<file path="src/rtl/mem_stage_pkg.sv">
// Shared types and constants for the MEM pipeline stage.
package mem_stage_pkg;

   localparam int unsigned DATA_W          = 32;
   localparam int unsigned REG_W           = 5;
   localparam int unsigned CTRL_W          = 2;
   localparam int unsigned CNT_W           = 8;
   localparam int unsigned MC_READ         = 0;
   localparam int unsigned MC_WRITE        = 1;
   localparam int unsigned TIMEOUT_DEFAULT = 15;

   typedef enum logic {
      IDLE = 1'b0,
      BUSY = 1'b1
   } state_e;

   // Request payload held on the data-memory bus for the duration of an access.
   typedef struct packed {
      logic              we;
      logic [DATA_W-1:0] addr;
      logic [DATA_W-1:0] wdata;
   } mem_bus_t;

   function automatic logic is_word_aligned(input logic [DATA_W-1:0] addr);
      return addr[1:0] == 2'b00;
   endfunction

endpackage

</file>
<file path="src/rtl/mem_wait_timer.sv">
// Counts BUSY cycles without an ack; flags when the abort limit is reached.
module mem_wait_timer
   import mem_stage_pkg::*;
#(
   parameter int unsigned TIMEOUT = TIMEOUT_DEFAULT
) (
   input  logic clk,
   input  logic reset,
   input  logic clear,
   input  logic enable,
   output logic expired
);

   logic [CNT_W-1:0] count;

   // Clear has priority so a finishing access always leaves the count at zero.
   always_ff @(posedge clk or negedge reset) begin
      if (!reset) begin
         count <= '0;
      end else if (clear) begin
         count <= '0;
      end else if (enable) begin
         count <= count + CNT_W'(1);
      end
   end

   assign expired = (count == CNT_W'(TIMEOUT));

endmodule

</file>
<file path="src/rtl/mem_access_stage.sv">
// MEM stage: runs load/store over the req/ack bus, stalls upstream while busy,
// and holds the MEM/WB output register.
module mem_access_stage
   import mem_stage_pkg::*;
#(
   parameter int unsigned TIMEOUT = TIMEOUT_DEFAULT
) (
   input  logic              clk,
   input  logic              reset,
   input  logic [CTRL_W-1:0] M_control_in,
   input  logic [CTRL_W-1:0] WB_control_in,
   input  logic [DATA_W-1:0] ALU_out_in,
   input  logic [DATA_W-1:0] data_write_in,
   input  logic [REG_W-1:0]  rw_in,
   output logic              mem_req,
   output logic              mem_we,
   output logic [DATA_W-1:0] mem_addr,
   output logic [DATA_W-1:0] mem_wdata,
   input  logic [DATA_W-1:0] mem_rdata,
   input  logic              mem_ack,
   output logic              stall,
   output logic [CTRL_W-1:0] WB_control_out,
   output logic [DATA_W-1:0] read_data_out,
   output logic [DATA_W-1:0] ALU_out_out,
   output logic [REG_W-1:0]  rw_out,
   output logic              mem_err
);

   state_e            state_q, state_d;
   mem_bus_t          bus_q, bus_d;
   logic              req_q, req_d;
   logic              err_q, err_d;
   logic [CTRL_W-1:0] wb_q, wb_d;
   logic [DATA_W-1:0] rdata_q, rdata_d;
   logic [DATA_W-1:0] alu_q, alu_d;
   logic [REG_W-1:0]  rw_q, rw_d;

   logic mem_read, mem_write, access, illegal, legal;
   logic tmr_clear, tmr_en, expired;

   assign mem_read  = M_control_in[MC_READ];
   assign mem_write = M_control_in[MC_WRITE];
   assign access    = mem_read ^ mem_write;
   assign illegal   = (mem_read & mem_write) | (access & ~is_word_aligned(ALU_out_in));
   assign legal     = access & ~illegal;

   mem_wait_timer #(
      .TIMEOUT (TIMEOUT)
   ) u_timer (
      .clk     (clk),
      .reset   (reset),
      .clear   (tmr_clear),
      .enable  (tmr_en),
      .expired (expired)
   );

   always_ff @(posedge clk or negedge reset) begin
      if (!reset) begin
         state_q <= IDLE;
         bus_q   <= '0;
         req_q   <= 1'b0;
         err_q   <= 1'b0;
         wb_q    <= '0;
         rdata_q <= '0;
         alu_q   <= '0;
         rw_q    <= '0;
      end else begin
         state_q <= state_d;
         bus_q   <= bus_d;
         req_q   <= req_d;
         err_q   <= err_d;
         wb_q    <= wb_d;
         rdata_q <= rdata_d;
         alu_q   <= alu_d;
         rw_q    <= rw_d;
      end
   end

   // Next-state and next-register values; the timer is pre-counted on entry so
   // the count equals the number of BUSY cycles spent so far.
   always_comb begin
      state_d   = state_q;
      bus_d     = bus_q;
      req_d     = req_q;
      err_d     = err_q;
      wb_d      = WB_control_in;
      rdata_d   = '0;
      alu_d     = ALU_out_in;
      rw_d      = rw_in;
      stall     = 1'b0;
      tmr_clear = 1'b0;
      tmr_en    = 1'b0;

      case (state_q)
         IDLE: begin
            if (legal) begin
               state_d = BUSY;
               req_d   = 1'b1;
               bus_d   = '{we: mem_write, addr: ALU_out_in, wdata: data_write_in};
               wb_d    = '0;
               stall   = 1'b1;
               tmr_en  = 1'b1;
            end else begin
               tmr_clear = 1'b1;
               if (illegal) begin
                  err_d = 1'b1;
                  wb_d  = '0;
               end
            end
         end
         BUSY: begin
            if (mem_ack) begin
               state_d   = IDLE;
               req_d     = 1'b0;
               rdata_d   = bus_q.we ? '0 : mem_rdata;
               tmr_clear = 1'b1;
            end else if (expired) begin
               state_d   = IDLE;
               req_d     = 1'b0;
               err_d     = 1'b1;
               wb_d      = '0;
               tmr_clear = 1'b1;
            end else begin
               wb_d   = '0;
               stall  = 1'b1;
               tmr_en = 1'b1;
            end
         end
         default: begin
            state_d = IDLE;
         end
      endcase
   end

   assign mem_req        = req_q;
   assign mem_we         = bus_q.we;
   assign mem_addr       = bus_q.addr;
   assign mem_wdata      = bus_q.wdata;
   assign mem_err        = err_q;
   assign WB_control_out = wb_q;
   assign read_data_out  = rdata_q;
   assign ALU_out_out    = alu_q;
   assign rw_out         = rw_q;

endmodule

</file>
<file path="config.mk">
export PLATFORM = sky130hd
export DESIGN_NAME = mem_access_stage
export DESIGN_NICKNAME = d
export VERILOG_FILES = /design/src/rtl/mem_stage_pkg.sv /design/src/rtl/mem_wait_timer.sv /design/src/rtl/mem_access_stage.sv
export SDC_FILE = /design/constraint.sdc
export NUM_CORES = 1
export LEC_CHECK = 0
export BUFFER_PORTS_ARGS = -buffer_cell sky130_fd_sc_hd__buf_2
export CAP_MARGIN = 40
export CORE_AREA = 8 8 122 124
export CTS_CLUSTER_DIAMETER = 80
export DETAILED_ROUTE_END_ITERATION = 8
export DIE_AREA = 0 0 130 132
export GPL_TIMING_DRIVEN = 0
export PLACE_DENSITY = 0.7
export SETUP_SLACK_MARGIN = 0.15
export SYNTH_ARGS = -nofsm -noshare
export SYNTH_HDL_FRONTEND = slang
export SYNTH_SLANG_ARGS = --single-unit
</file>
<file path="constraint.sdc">
create_clock -name clk -period 2.75 [get_ports clk]
set_input_delay 0.275 -clock clk [delete_from_list [all_inputs] [get_ports clk]]
set_output_delay 0.275 -clock clk [all_outputs]
set_load 0.02 [all_outputs]
</file>
==> results of run 1 <==
what timing repair did:
| action | CTS | global route |
|---|---|---|
| gates resized for setup | 0 | 0 |
| buffers inserted | 0 | 0 |
| endpoints found under the hold margin | 111 | 0 |
| hold buffers | 38 | 0 |
synthesized netlist by cell type, drive strengths merged:
cell	count
and2	34
mux2	63
a21boi	1
ha	2
nand4	1
inv	3
nor2	2
o21ai	5
a21oi	5
o31a	1
nor2b	3
a22oi	4
buf	7
nor4	1
a211o	1
dfrtp	147
or3	3
nand2	4
o21bai	1
nand3	3
clkbuf	4
or4	1
xnor2	2
xor2	1
state kept, by name (all words and copies together) (netlist names):
register        flops
rw_out              5
WB_control_out      2
mem_req             1
read_data_out      32
mem_we              1
mem_addr           32
mem_wdata          32
ALU_out_out        32
u_timer.count       8
mem_err             1
state_q             1
final cells by class:
class / count / area [µm²]
plain buffers: 11 / 81.33
clock buffers: 21 / 460.4
clock inverters: 10 / 156.4
fillers: 1062 / 5395
inverters: 3 / 11.26
multi-input cells: 138 / 1331
flip-flops and latches: 147 / 3679
well taps: 176 / 220.2
repair buffers: 285 / 1645
worst max-delay path, stage by stage:
cell and delay, ns:
dlygate4sd3_1 0.53, buf_2 0.14, nor4_1 0.24, nand2_1 0.17
buf_6 0.20, clkbuf_1 0.22, nand2_1 0.15, buf_2 0.18
report_power, final:
part / switching (µW) / internal, µW / leakage [µW]
Clock: 816 / 1560 / 0.000303
Combinational: 712 / 582 / 0.00190
Sequential: 142 / 2460 / 0.00182
Total: 1670 / 4600 / 0.00403
cells by family after synthesis:
group | synth area share [%]
fa+ha+maj | 0.4904
simple gates | 6.106
xor+xnor | 0.5151
flops | 72.09
buf+inv | 1.814
compound gates | 2.281
mux | 16.70
worst min path at each step:
stage,from,depth (start not counted),endpoint
final,mem_rdata[28],2,read_data_out[28]$_DFF_PN0_
after floorplan,reset,0,ALU_out_out[0]$_DFF_PN0_
after global placement,rw_in[1],1,rw_out[1]$_DFF_PN0_
after CTS,mem_rdata[27],2,read_data_out[27]$_DFF_PN0_
after detailed placement,reset,1,mem_addr[7]$_DFFE_PN0P_
after global routing,mem_rdata[31],2,read_data_out[31]$_DFF_PN0_
layer usage:
metal  wire length [µm]  GRT usage [%]
met1               4828          16.06
met2               6843          27.53
met3               1489          7.484
met4                370          7.682
met5                  0              0
through the flow:
step           setup TNS (ns)  power, µW  instances  instance area [µm²]
2_1_floorplan               0       3361        299                 5102
3_3_place_gp           -67.32       3862        721                 6554
3_5_place_dp                0       3895        722                 6588
4_1_cts                     0       6359        791                 7585
5_1_grt                     0       6543        791                 7585
6_report                    0       6266        791                 7585
==> metrics.md, run 1 <==
| Metric | Value |
|---|---|
| Status | `completed` |
| Max-cap violations | `0` |
| Post-route DRC | `0` |
| Port bufs | `246` |
| Number of library cell types mapped by synthesis | `27` |
| Clock buffer depth | `2` |
| Worst path arrival time | `2.10 ns` |
| Wire per inst | `17.11 µm` |
| Final setup viols | `0` |
| Fin util | `58.43%` |
| Clk slew on worst S/H paths | `0.05 ns` |
| Yosys warnings | `0` |
| Clk sink count | `147` |
| Final hold viol count | `0` |
| Most area-consuming cells after synthesis | `dfrtp_1 (72%), mux2_4 (11%), mux2_2 (5.5%)` |
| Area grow syn2layout | `48.65%` |
| Vias | `3553` |
| HPWL Detailed | `9.924 mm` |
| Worst Setup SP | `ALU_out_in[1]` |
| Tightest Pin Transition | `0.6910 ns` |
| Setup CP Type | `in2out` |
| RR Startpoint | `state_q$_DFF_PN0_` |
| Initial Utilization | `39.31%` |
| Nets@finish | `713` |
| Worst vdd ir | `414.5 µV` |
| Pre-CTS setup slack | `0.6617 ns` |
| Post-synthesis sequential area ratio | `72.09%` |
| GPL Wtd Cong | `0.7821` |
| Final Critical Period | `2.379 ns` |
| Flop-to-flop setup slack | `1.07 ns` |
| Synth Area per Inst | `17.06 µm²` |
| Fin Clk Skew | `0.004950 ns` |
| Final wirelength | `13.53 mm` |
| CTS tree | `built` |
| Most frequent cells in the layout | `buf_2 (247), dfrtp_1 (147), mux2_4 (38), dlygate4sd3_1 (38), and2_1 (34)` |
| Crit. End Element | `output port` |
| Initial antenna violation count | `0` |
| Power Density | `826.1 nW/µm²` |
| Mapped Nets | `409` |
| Crit Reg-Reg Endpoint | `mem_wdata[27]$_DFFE_PN0P_` |
| Critical Path RT | `2.48 ns` |
| Top-area cell type share of the netlist area | `72.09%` |
| First-pass GRT wire length | `21.12 mm` |
| Tcrit/Tclk final | `86.49%` |
| Most common cell after layout, fill and taps aside | `buf_2` |
| FMAX | `0.4204 GHz` |
| Count of pins over their slew limit | `0` |
| Synth Instances | `299` |
| Max transition margin | `53.93%` |
| Fin Hold WS | `0.06949 ns` |
| Die H | `132 µm` |
| Final WS setup | `0.3715 ns` |
| Mapped Area | `5102 µm²` |
| Antenna Cells | `0` |
| First-pass iteration count of the detailed router | `4` |
| Worst hold path class | `in2reg` |
| ANT nets after route | `0` |
| Vias in the first global route | `4082` |
| Congestion Overflow GR | `0` |
| Pleak | `0.004027 µW` |
| CP Capture Point | `stall` |
| CTS HTree Levels | `4` |
| # IOs | `247` |
| Vias per cell | `4.492` |
| Total CTS buffers | `17` |
| Die area | `17160 µm²` |
| Clock latency on the worst-skew pair | `0.41 ns` |
| Startpoint Class | `input port` |
| Clock root buffer | `clkbuf_16` |
| Core Area | `12980 µm²` |
| Flops & latches, synth | `147` |
| Layout cells sized above 1 | `56.59%` |
| RSZ-0062 raised after global routing | `false` |
| GRT Util Overall | `16.08%` |
| Area leader, netlist | `dfrtp_1` |
| R2r worst-path depth | `5` |
| Die Wd | `130 µm` |
| Pin count of the biggest net entering global routing | `76` |
| DR iter-0 viols | `107` |
| Row count | `42` |
| CP max FO | `10` |
Note: power is estimated with default switching activity, not from simulation.
==> run 2: changes to the inputs <==
CELL_PAD_IN_SITES_DETAIL_PLACEMENT = 1   (was unset)
CELL_PAD_IN_SITES_GLOBAL_PLACEMENT = 2   (was unset)
CORE_AREA = 8 8 137 139   (was 8 8 122 124)
DIE_AREA = 0 0 145 147   (was 0 0 130 132)
PLACE_DENSITY = unset   (was 0.7)
PLACE_DENSITY_LB_ADDON = 0.1   (was unset)
SYNTH_HIERARCHICAL = 1   (was unset)
==> metrics.md, run 2 <==
| Metric | Value |
|---|---|
| Most frequent cells in the layout | `buf_2 (250), dfrtp_1 (147), mux2_2 (48), dlygate4sd3_1 (38), and2_1 (37) (was buf_2 (247), dfrtp_1 (147), mux2_4 (38), dlygate4sd3_1 (38), and2_1 (34))` |
| Vias | `3571 (was 3553)` |
| Clock root buffer | `clkbuf_16 (unchanged)` |
| Power Density | `806.2 nW/µm² (was 826.1 nW/µm²)` |
| CP max FO | `10 (unchanged)` |
| RSZ-0062 raised after global routing | `false (unchanged)` |
| Worst path arrival time | `2.63 ns (was 2.10 ns)` |
| Vias per cell | `4.211 (was 4.492)` |
| Simple-Gate Fraction of Synth Area | `7.528% (was 6.106%)` |
| Area grow syn2layout | `49.64% (was 48.65%)` |
| Core Area | `16760 µm² (was 12980 µm²)` |
| Fin Clk Skew | `0.005906 ns (was 0.004950 ns)` |
| First-pass iteration count of the detailed router | `4 (unchanged)` |
| CTS HTree Levels | `4 (unchanged)` |
| Worst vdd ir | `396.0 µV (was 414.5 µV)` |
| Fraction of synthesized area in multiplexers | `15.40% (was 16.70%)` |
| Post-CTS sizing | `0 (unchanged)` |
| Mapped Area | `5036 µm² (was 5102 µm²)` |
| Final wirelength | `14.70 mm (was 13.53 mm)` |
| Slowest stage cell on the critical path | `dlygate4sd3_1 (unchanged)` |
| Final Critical Period | `2.295 ns (was 2.379 ns)` |
| Synth Instances | `306 (was 299)` |
| Async set-reset flop share out of synthesis | `100.0% (unchanged)` |
| Critical Path RT | `3.09 ns (was 2.48 ns)` |
| Worst Hold Depth | `2 (unchanged)` |
| Die area | `21320 µm² (was 17160 µm²)` |
| Synth Area per Inst | `16.46 µm² (was 17.06 µm²)` |
| Crit Reg-Reg Endpoint | `u_timer/count[6]$_DFFE_PN0P_ (was mem_wdata[27]$_DFFE_PN0P_)` |
| Top-area cell type share of the netlist area | `73.04% (was 72.09%)` |
| Synth Area in Adders | `0.4969% (was 0.4904%)` |
| Final hold viol count | `0 (unchanged)` |
| GRT Util Overall | `14.38% (was 16.08%)` |
| ANT nets after route | `0 (unchanged)` |
| Final WS setup | `0.4547 ns (was 0.3715 ns)` |
| Fillcell total | `1800 (was 1062)` |
| XOR/XNOR share of the synthesized area | `0.6957% (was 0.5150%)` |
| Yosys warnings | `6 (was 0)` |
| DR iter-0 viols | `89 (was 107)` |
| Count of pins over their slew limit | `0 (unchanged)` |
| Most common cell after layout, fill and taps aside | `buf_2 (unchanged)` |
| Largest family of logic cells by synthesized area | `multiplexers (unchanged)` |
| Fin Hold WS | `0.05995 ns (was 0.06949 ns)` |
| Nets@finish | `720 (was 713)` |
| Post-synth top cells | `dfrtp_1 (147), mux2_2 (48), and2_1 (37), mux2_4 (15), nor2_1 (9) (was dfrtp_1 (147), mux2_4 (38), and2_1 (34), mux2_2 (25))` |
| Initial antenna violation count | `0 (unchanged)` |
| Total CTS buffers | `17 (unchanged)` |
| Crit. End Element | `flop (was output port)` |
| HPWL Detailed | `11.02 mm (was 9.924 mm)` |
| Startpoint Class | `input port (unchanged)` |
| Row count | `48 (was 42)` |
| Most area-consuming cells after synthesis | `dfrtp_1 (73%), mux2_2 (11%), and2_1 (4.6%) (was dfrtp_1 (72%), mux2_4 (11%), mux2_2 (5.5%))` |
| Tightest Pin Transition | `0.6358 ns (was 0.6910 ns)` |
| Number of flops mapped to enable cells by yosys | `0 (unchanged)` |
| Congestion Overflow GR | `0 (unchanged)` |
| Mapped Nets | `416 (was 409)` |
| Met2 wire length | `7.158 mm (was 6.843 mm)` |
| Pin count of the biggest net entering global routing | `89 (was 76)` |
| Area leader, netlist | `dfrtp_1 (unchanged)` |
| R2r worst-path depth | `9 (was 5)` |
| Status | `completed (unchanged)` |
| Pleak | `0.003896 µW (was 0.004027 µW)` |
| CTS tree | `built (unchanged)` |
| Die Wd | `145 µm (was 130 µm)` |
| Worst hold start | `mem_rdata[28] (unchanged)` |
| Flop-to-flop setup slack | `0.53 ns (was 1.07 ns)` |
| Slowest stage delay, CP | `0.54 ns (was 0.53 ns)` |
| Post-synthesis sequential area ratio | `73.04% (was 72.09%)` |
| First-pass GRT wire length | `23.60 mm (was 21.12 mm)` |
| # IOs | `247 (unchanged)` |
| Count leader, synth | `dfrtp_1 (unchanged)` |
| Hold endpoint | `read_data_out[28]$_DFF_PN0_ (unchanged)` |
| Final setup viols | `0 (unchanged)` |
| Compound-Gate Fraction of Synth Area | `1.217% (was 2.281%)` |
| Wire length on met1 | `5.934 mm (was 4.828 mm)` |
| RR Startpoint | `state_q$_DFF_PN0_ (unchanged)` |
| Clk slew on worst S/H paths | `0.06 ns (was 0.05 ns)` |
| Layout cells sized above 1 | `55.95% (was 56.59%)` |
| Die H | `147 µm (was 132 µm)` |
| GPL Wtd Cong | `0.7180 (was 0.7821)` |
| Worst hold path class | `in2reg (unchanged)` |
| Initial Utilization | `30.06% (was 39.31%)` |
| Clk sink count | `147 (unchanged)` |
| Clock buffer depth | `2 (unchanged)` |
| Vias in the first global route | `4125 (was 4082)` |
| FMAX | `0.4357 GHz (was 0.4204 GHz)` |
| Detail Route met3 WL | `1.242 mm (was 1.489 mm)` |
| Number of library cell types mapped by synthesis | `29 (was 27)` |
| Setup CP Type | `in2reg (was in2out)` |
| Crit path cell chain | `dlygate4sd3_1, buf_2, nor2_1, nand3_2, buf_6, buf_6, nand2_1, buf_2, nand2_1, or3_1, a21oi_1 (was dlygate4sd3_1, buf_2, nor4_1, nand2_1, buf_6, clkbuf_1, nand2_1, buf_2)` |
| Tcrit/Tclk final | `83.47% (was 86.49%)` |
| Pre-CTS setup slack | `0.3459 ns (was 0.6617 ns)` |
| Top_reg_cell synth | `dfrtp_1 (unchanged)` |
| Max Used Layer | `met4 (unchanged)` |
| Max-cap violations | `0 (unchanged)` |
| Port bufs | `246 (unchanged)` |
| Flops & latches, synth | `147 (unchanged)` |
| Clock latency on the worst-skew pair | `0.42 ns (was 0.41 ns)` |
| Post-route DRC | `0 (unchanged)` |
| Total power | `6076 µW (was 6266 µW)` |
| Wire per inst | `17.34 µm (was 17.11 µm)` |
| Max transition margin | `57.52% (was 53.93%)` |
## run 2: changes by cell type after synthesis, sizes merged, moves of 2 or more
| cell | change |
|---|---|
| nor2b | -2 |
| nand4 | +3 |
| and2 | +3 |
| a22oi | -4 |
| xor2 | +2 |
| nor2 | +7 |
| buf | +2 |
## run 2: worst max-delay path: cells and delay by family
family / cells / cell delay, ns
buffers and inverters: 5 / 1.28
and+or+nand+nor: 5 / 0.91
AOI/OAI and AO/OA: 1 / 0.15
## run 2: cell families after synthesis
family | Yosys count
buf+inv | 14
simple gates | 64
fa+ha+maj | 2
compound gates | 11
flops | 147
xor+xnor | 4
mux | 64
## run 2: cell type report
type                            instances  area [µm²]  area share (%)
Clock inverter                          9       106.4           1.411
Timing Repair Buffer                  285        1645           21.83
Sequential cell                       147        3679           48.81
Inverter                                2       7.507         0.09962
Multi-Input combinational cell        145        1276           16.94
Tap cell                              225       281.5           3.736
Clock buffer                           22       464.2           6.160
Buffer                                 12       73.82          0.9796
Antenna cell                            1       2.502         0.03321
## run 2: repair_timing
action	CTS	global route
hold endpoints to repair	95	1
setup buffers	0	0
hold buffers	37	1
## run 2: power by group
group          switching [µW]  internal (µW)  leakage [µW]  total, µW
clock network             862           1370      0.000272       2240
logic                     725            532       0.00180       1260
registers                 127           2460       0.00182       2580
total                    1710           4360       0.00390       6080
## run 2: worst max path at each step
stage / cells past startpoint / from / endpoint
4_1_cts: 11 / ALU_out_in[1] / u_timer/count[6]$_DFFE_PN0P_
3_3_place_gp: 1 / reset / read_data_out[13]$_DFF_PN0_
2_1_floorplan: 10 / M_control_in[0] / u_timer/count[6]$_DFFE_PN0P_
5_1_grt: 7 / u_timer/count[0]$_DFFE_PN0P_ / stall
3_5_place_dp: 11 / M_control_in[0] / u_timer/count[6]$_DFFE_PN0P_
6_report: 11 / ALU_out_in[1] / u_timer/count[6]$_DFFE_PN0P_
## run 2: through the flow
step           TNS (ns)  cells  utilization (%)  area [µm²]
5_1_grt               0    847            44.96        7533
2_1_floorplan         0    306                -        5036
3_5_place_dp          0    778            39.28        6583
4_1_cts               0    846            44.90        7523
6_report              0    848            44.97        7536
3_3_place_gp    -105.95    777            39.08        6549
## run 2: metal layers
| layer | GRT usage [%] | up-vias |
|---|---|---|
| met5 | 0 | - |
| met2 | 22.85 | 161 |
| met1 | 16.25 | 1751 |
| li1 | - | 1633 |
| met3 | 6.890 | 26 |
| met4 | 6.207 | 0 |
==> run 3: changes to the inputs <==
ABC_AREA = 1   (was unset)
CORE_AREA = 8 8 151 153   (was 8 8 137 139)
DIE_AREA = 0 0 159 161   (was 0 0 145 147)
clock period = 2.3 ns   (was 2.75 ns; I/O delays follow)
==> metrics.md, run 3 <==
| Metric | Value |
|---|---|
| Total power | `7245 µW (was 6076 µW)` |
| ANT nets after route | `0 (unchanged)` |
| Clock buffer depth | `2 (unchanged)` |
| Crit path cell chain | `nor2_4, nand3_2, buf_6, buf_6, nand2_4, buf_2 (was dlygate4sd3_1, buf_2, nor2_1, nand3_2, buf_6, buf_6, nand2_1, buf_2, nand2_1, or3_1, a21oi_1)` |
| Setup Buffers After CTS | `0 (unchanged)` |
| CP max FO | `10 (unchanged)` |
| Layout cells sized above 1 | `40.98% (was 55.95%)` |
| HPWL Detailed | `13.32 mm (was 11.02 mm)` |
| Worst vdd ir | `469.0 µV (was 396.0 µV)` |
| Initial Utilization | `26.15% (was 30.06%)` |
| CTS HTree Levels | `4 (unchanged)` |
| Startpoint Class | `flop (was input port)` |
| First-pass GRT wire length | `27.81 mm (was 23.60 mm)` |
| Async set-reset flop share out of synthesis | `100.0% (unchanged)` |
| Nets@finish | `918 (was 720)` |
| Initial antenna violation count | `0 (unchanged)` |
| Die Wd | `159 µm (was 145 µm)` |
| Multi-input logic area | `1247 µm² (was 1276 µm²)` |
| Top_reg_cell synth | `dfrtp_1 (unchanged)` |
| Vias in the first global route | `4942 (was 4125)` |
| Power Density | `910.9 nW/µm² (was 806.2 nW/µm²)` |
| Yosys warnings | `6 (unchanged)` |
| Critical Path RT | `2.07 ns (was 3.09 ns)` |
| Mapped Area | `5375 µm² (was 5036 µm²)` |
| Synth Instances | `504 (was 306)` |
| Status | `completed (unchanged)` |
| Total CTS buffers | `17 (unchanged)` |
| Most frequent cells in the layout | `buf_2 (248), dfrtp_1 (147), nand2_1 (117), inv_1 (77), nor2_1 (55) (was buf_2 (250), dfrtp_1 (147), mux2_2 (48), dlygate4sd3_1 (38), and2_1 (37))` |
| FMAX | `0.4913 GHz` |
| Post-synth top cells | `dfrtp_1 (147), nand2_1 (117), inv_1 (77), nor2_1 (56), o21ai_2 (36) (was dfrtp_1 (147), mux2_2 (48), and2_1 (37), mux2_4 (15), nor2_1 (9))` |
| Worst hold path class | `in2reg (unchanged)` |
| CTS tree | `built (unchanged)` |
| Clk sink count | `147 (unchanged)` |
| Wire per inst | `15.81 µm (was 17.34 µm)` |
| Crit. End Element | `output port (was flop)` |
| Final hold viol count | `0 (unchanged)` |
| Final setup viols | `0 (unchanged)` |
| Max transition margin | `53.52% (was 57.52%)` |
| Vias | `4450 (was 3571)` |
| Slowest stage delay, CP | `0.43 ns (was 0.54 ns)` |
| Placed cell count | `1026 (was 778)` |
| Fillcell total | `2403 (was 1800)` |
| Count of pins over their slew limit | `0 (unchanged)` |
| Vias per cell | `4.064 (was 4.211)` |
| Area occupied by registers | `3679 µm² (unchanged)` |
| Clock latency on the worst-skew pair | `0.41 ns (was 0.42 ns)` |
| RSZ-0062 raised after global routing | `false (unchanged)` |
| Flops & latches, synth | `147 (unchanged)` |
| Antenna Cells | `0 (was 1)` |
| Mapped Nets | `614 (was 416)` |
| Post-route DRC | `0 (unchanged)` |
| R2r worst-path depth | `12 (was 9)` |
| Worst path arrival time | `1.81 ns (was 2.63 ns)` |
| Congestion Overflow GR | `0 (unchanged)` |
| GPL Wtd Cong | `0.7358 (was 0.7180)` |
| Top-area cell type share of the netlist area | `68.44% (was 73.04%)` |
| Tightest Pin Transition | `0.6972 ns (was 0.6358 ns)` |
| Clock root buffer | `clkbuf_16 (unchanged)` |
| Count leader, synth | `dfrtp_1 (unchanged)` |
| Max-cap violations | `0 (unchanged)` |
| Setup CP Type | `reg2out (was in2reg)` |
| # IOs | `247 (unchanged)` |
| Die area | `25600 µm² (was 21320 µm²)` |
| Worst hold start | `mem_rdata[16] (was mem_rdata[28])` |
| Hold endpoint | `read_data_out[16]$_DFF_PN0_ (was read_data_out[28]$_DFF_PN0_)` |
| Flop-to-flop setup slack | `0.38 ns (was 0.53 ns)` |
| DR iter-0 viols | `191 (was 89)` |
| Core Area | `20560 µm² (was 16760 µm²)` |
| Pin count of the biggest net entering global routing | `79 (was 89)` |
| Final wirelength | `17.32 mm (was 14.70 mm)` |
| Post-synthesis sequential area ratio | `68.44% (was 73.04%)` |
| Area grow syn2layout | `47.97% (was 49.64%)` |
| Fin Clk Skew | `0.007888 ns (was 0.005906 ns)` |
| First-pass iteration count of the detailed router | `6 (was 4)` |
| Area leader, netlist | `dfrtp_1 (unchanged)` |
| Number of library cell types mapped by synthesis | `17 (was 29)` |
| Die H | `161 µm (was 147 µm)` |
| Clk slew on worst S/H paths | `0.06 ns (about the same)` |
| Port bufs | `246 (unchanged)` |
| Non-Filler Instances | `1095 (was 848)` |
| Final Critical Period | `2.035 ns` |
| Pleak | `0.004417 µW (was 0.003896 µW)` |
| RR Startpoint | `state_q$_DFF_PN0_ (unchanged)` |
| Worst Hold Depth | `3 (was 2)` |
| Most area-consuming cells after synthesis | `dfrtp_1 (68%), nand2_1 (8.2%), o21ai_2 (5.9%) (was dfrtp_1 (73%), mux2_2 (11%), and2_1 (4.6%))` |
| Most common cell after layout, fill and taps aside | `buf_2 (unchanged)` |
| Tcrit/Tclk final | `88.49%` |
| Crit Reg-Reg Endpoint | `u_timer/count[6]$_DFFE_PN0P_ (unchanged)` |
| Synth Area per Inst | `10.66 µm² (was 16.46 µm²)` |
| GRT Util Overall | `13.79% (was 14.38%)` |
| Number of flops mapped to enable cells by yosys | `0 (unchanged)` |
| Row count | `53 (was 48)` |
| Crit-path most repeated cell | `buf_6` |
| Slowest stage cell on the critical path | `dfrtp_1 (was dlygate4sd3_1)` |
run 3: changes by cell type in the layout (fill, tap and decap cells not counted), sizes merged, moves of 3 or more:
cell,delta
and2,-37
buf,+5
clkinv,+3
inv,+78
mux2,-63
nand2,+115
nand3,+5
nand4,-4
nor2,+49
o21ai,+62
or3,-3
xor2,-3
run 3: repair_timing:
item                                    in CTS  in global routing
cloned                                       0                  0
resized for setup                            1                  2
endpoints found under the setup margin       1                  1
pin swaps                                    1                  0
hold buffers                                38                  0
endpoints found under the hold margin      106                  0
run 3: per-stage QoR:
step / TNS [ns] / setup slack, ns / instance area, µm² / utilization (%) / hold WS [ns]
finish: 0 / 0.2648 / 7954 / 38.69 / 0.02551
global route: 0 / 0.1425 / 7954 / 38.69 / 0.01802
CTS: 0 / 0.1849 / 7946 / 38.65 / 0.001668
detailed placement: 0 / 0.1566 / 6984 / 33.97 / 0.2934
global placement: -189.12 / -1.298 / 6950 / 33.81 / 0.3387
floorplan: 0 / 0.5920 / 5375 / - / -0.06559
run 3: logic make-up (layout without fill, tap and decap cells):
kind of cell    count (synthesis)  in the layout  synth area share [%]
compound gates                 70             70                 9.032
fa+ha+maj                       2              2                0.4655
buf+inv                       100            416                 8.590
flops                         147            147                 68.44
simple gates                  185            185                 13.48
run 3: layout make-up:
type	instances	area share, %
tap	275	4.326
clock buffer	19	5.569
buffer	21	2.076
timing repair buffer	285	20.69
sequential	147	46.25
inverter	79	3.728
clock inverter	12	1.683
multi-input combinational	257	15.68
run 3: how the worst max path moves through the flow:
stage / end / from / slack, ns
final: stall / state_q$_DFF_PN0_ / 0.26
after global placement: read_data_out[9]$_DFF_PN0_ / reset / -1.30
after detailed placement: u_timer/count[7]$_DFFE_PN0P_ / M_control_in[1] / 0.16
after floorplan: u_timer/count[7]$_DFFE_PN0P_ / state_q$_DFF_PN0_ / 0.59
after global routing: stall / state_q$_DFF_PN0_ / 0.14
after CTS: stall / state_q$_DFF_PN0_ / 0.18
run 3: per-layer routing:
| layer | GRT usage [%] | routed length [µm] | vias up |
|---|---|---|---|
| met5 | 0 | 0 | - |
| met2 | 23.47 | 8630 | 151 |
| met4 | 4.760 | 268 | 0 |
| li1 | - | - | 2135 |
| met3 | 4.963 | 1273 | 20 |
| met1 | 15.84 | 7144 | 2144 |
run 3: power by group:
group / switching (µW) / internal, µW / total, µW / leakage [µW]
Sequential: 147 / 2900 / 3040 / 0.00186
Clock: 1090 / 1620 / 2710 / 0.000279
Combinational: 970 / 522 / 1490 / 0.00228
Total: 2200 / 5040 / 7240 / 0.00442
run 3: critical path: cells and delay by family (launching register included):
| family | cells | cell delay [ns] |
|---|---|---|
| AND/OR/NAND/NOR | 3 | 0.41 |
| buffers and inverters | 3 | 0.55 |
| flip-flops | 1 | 0.43 |
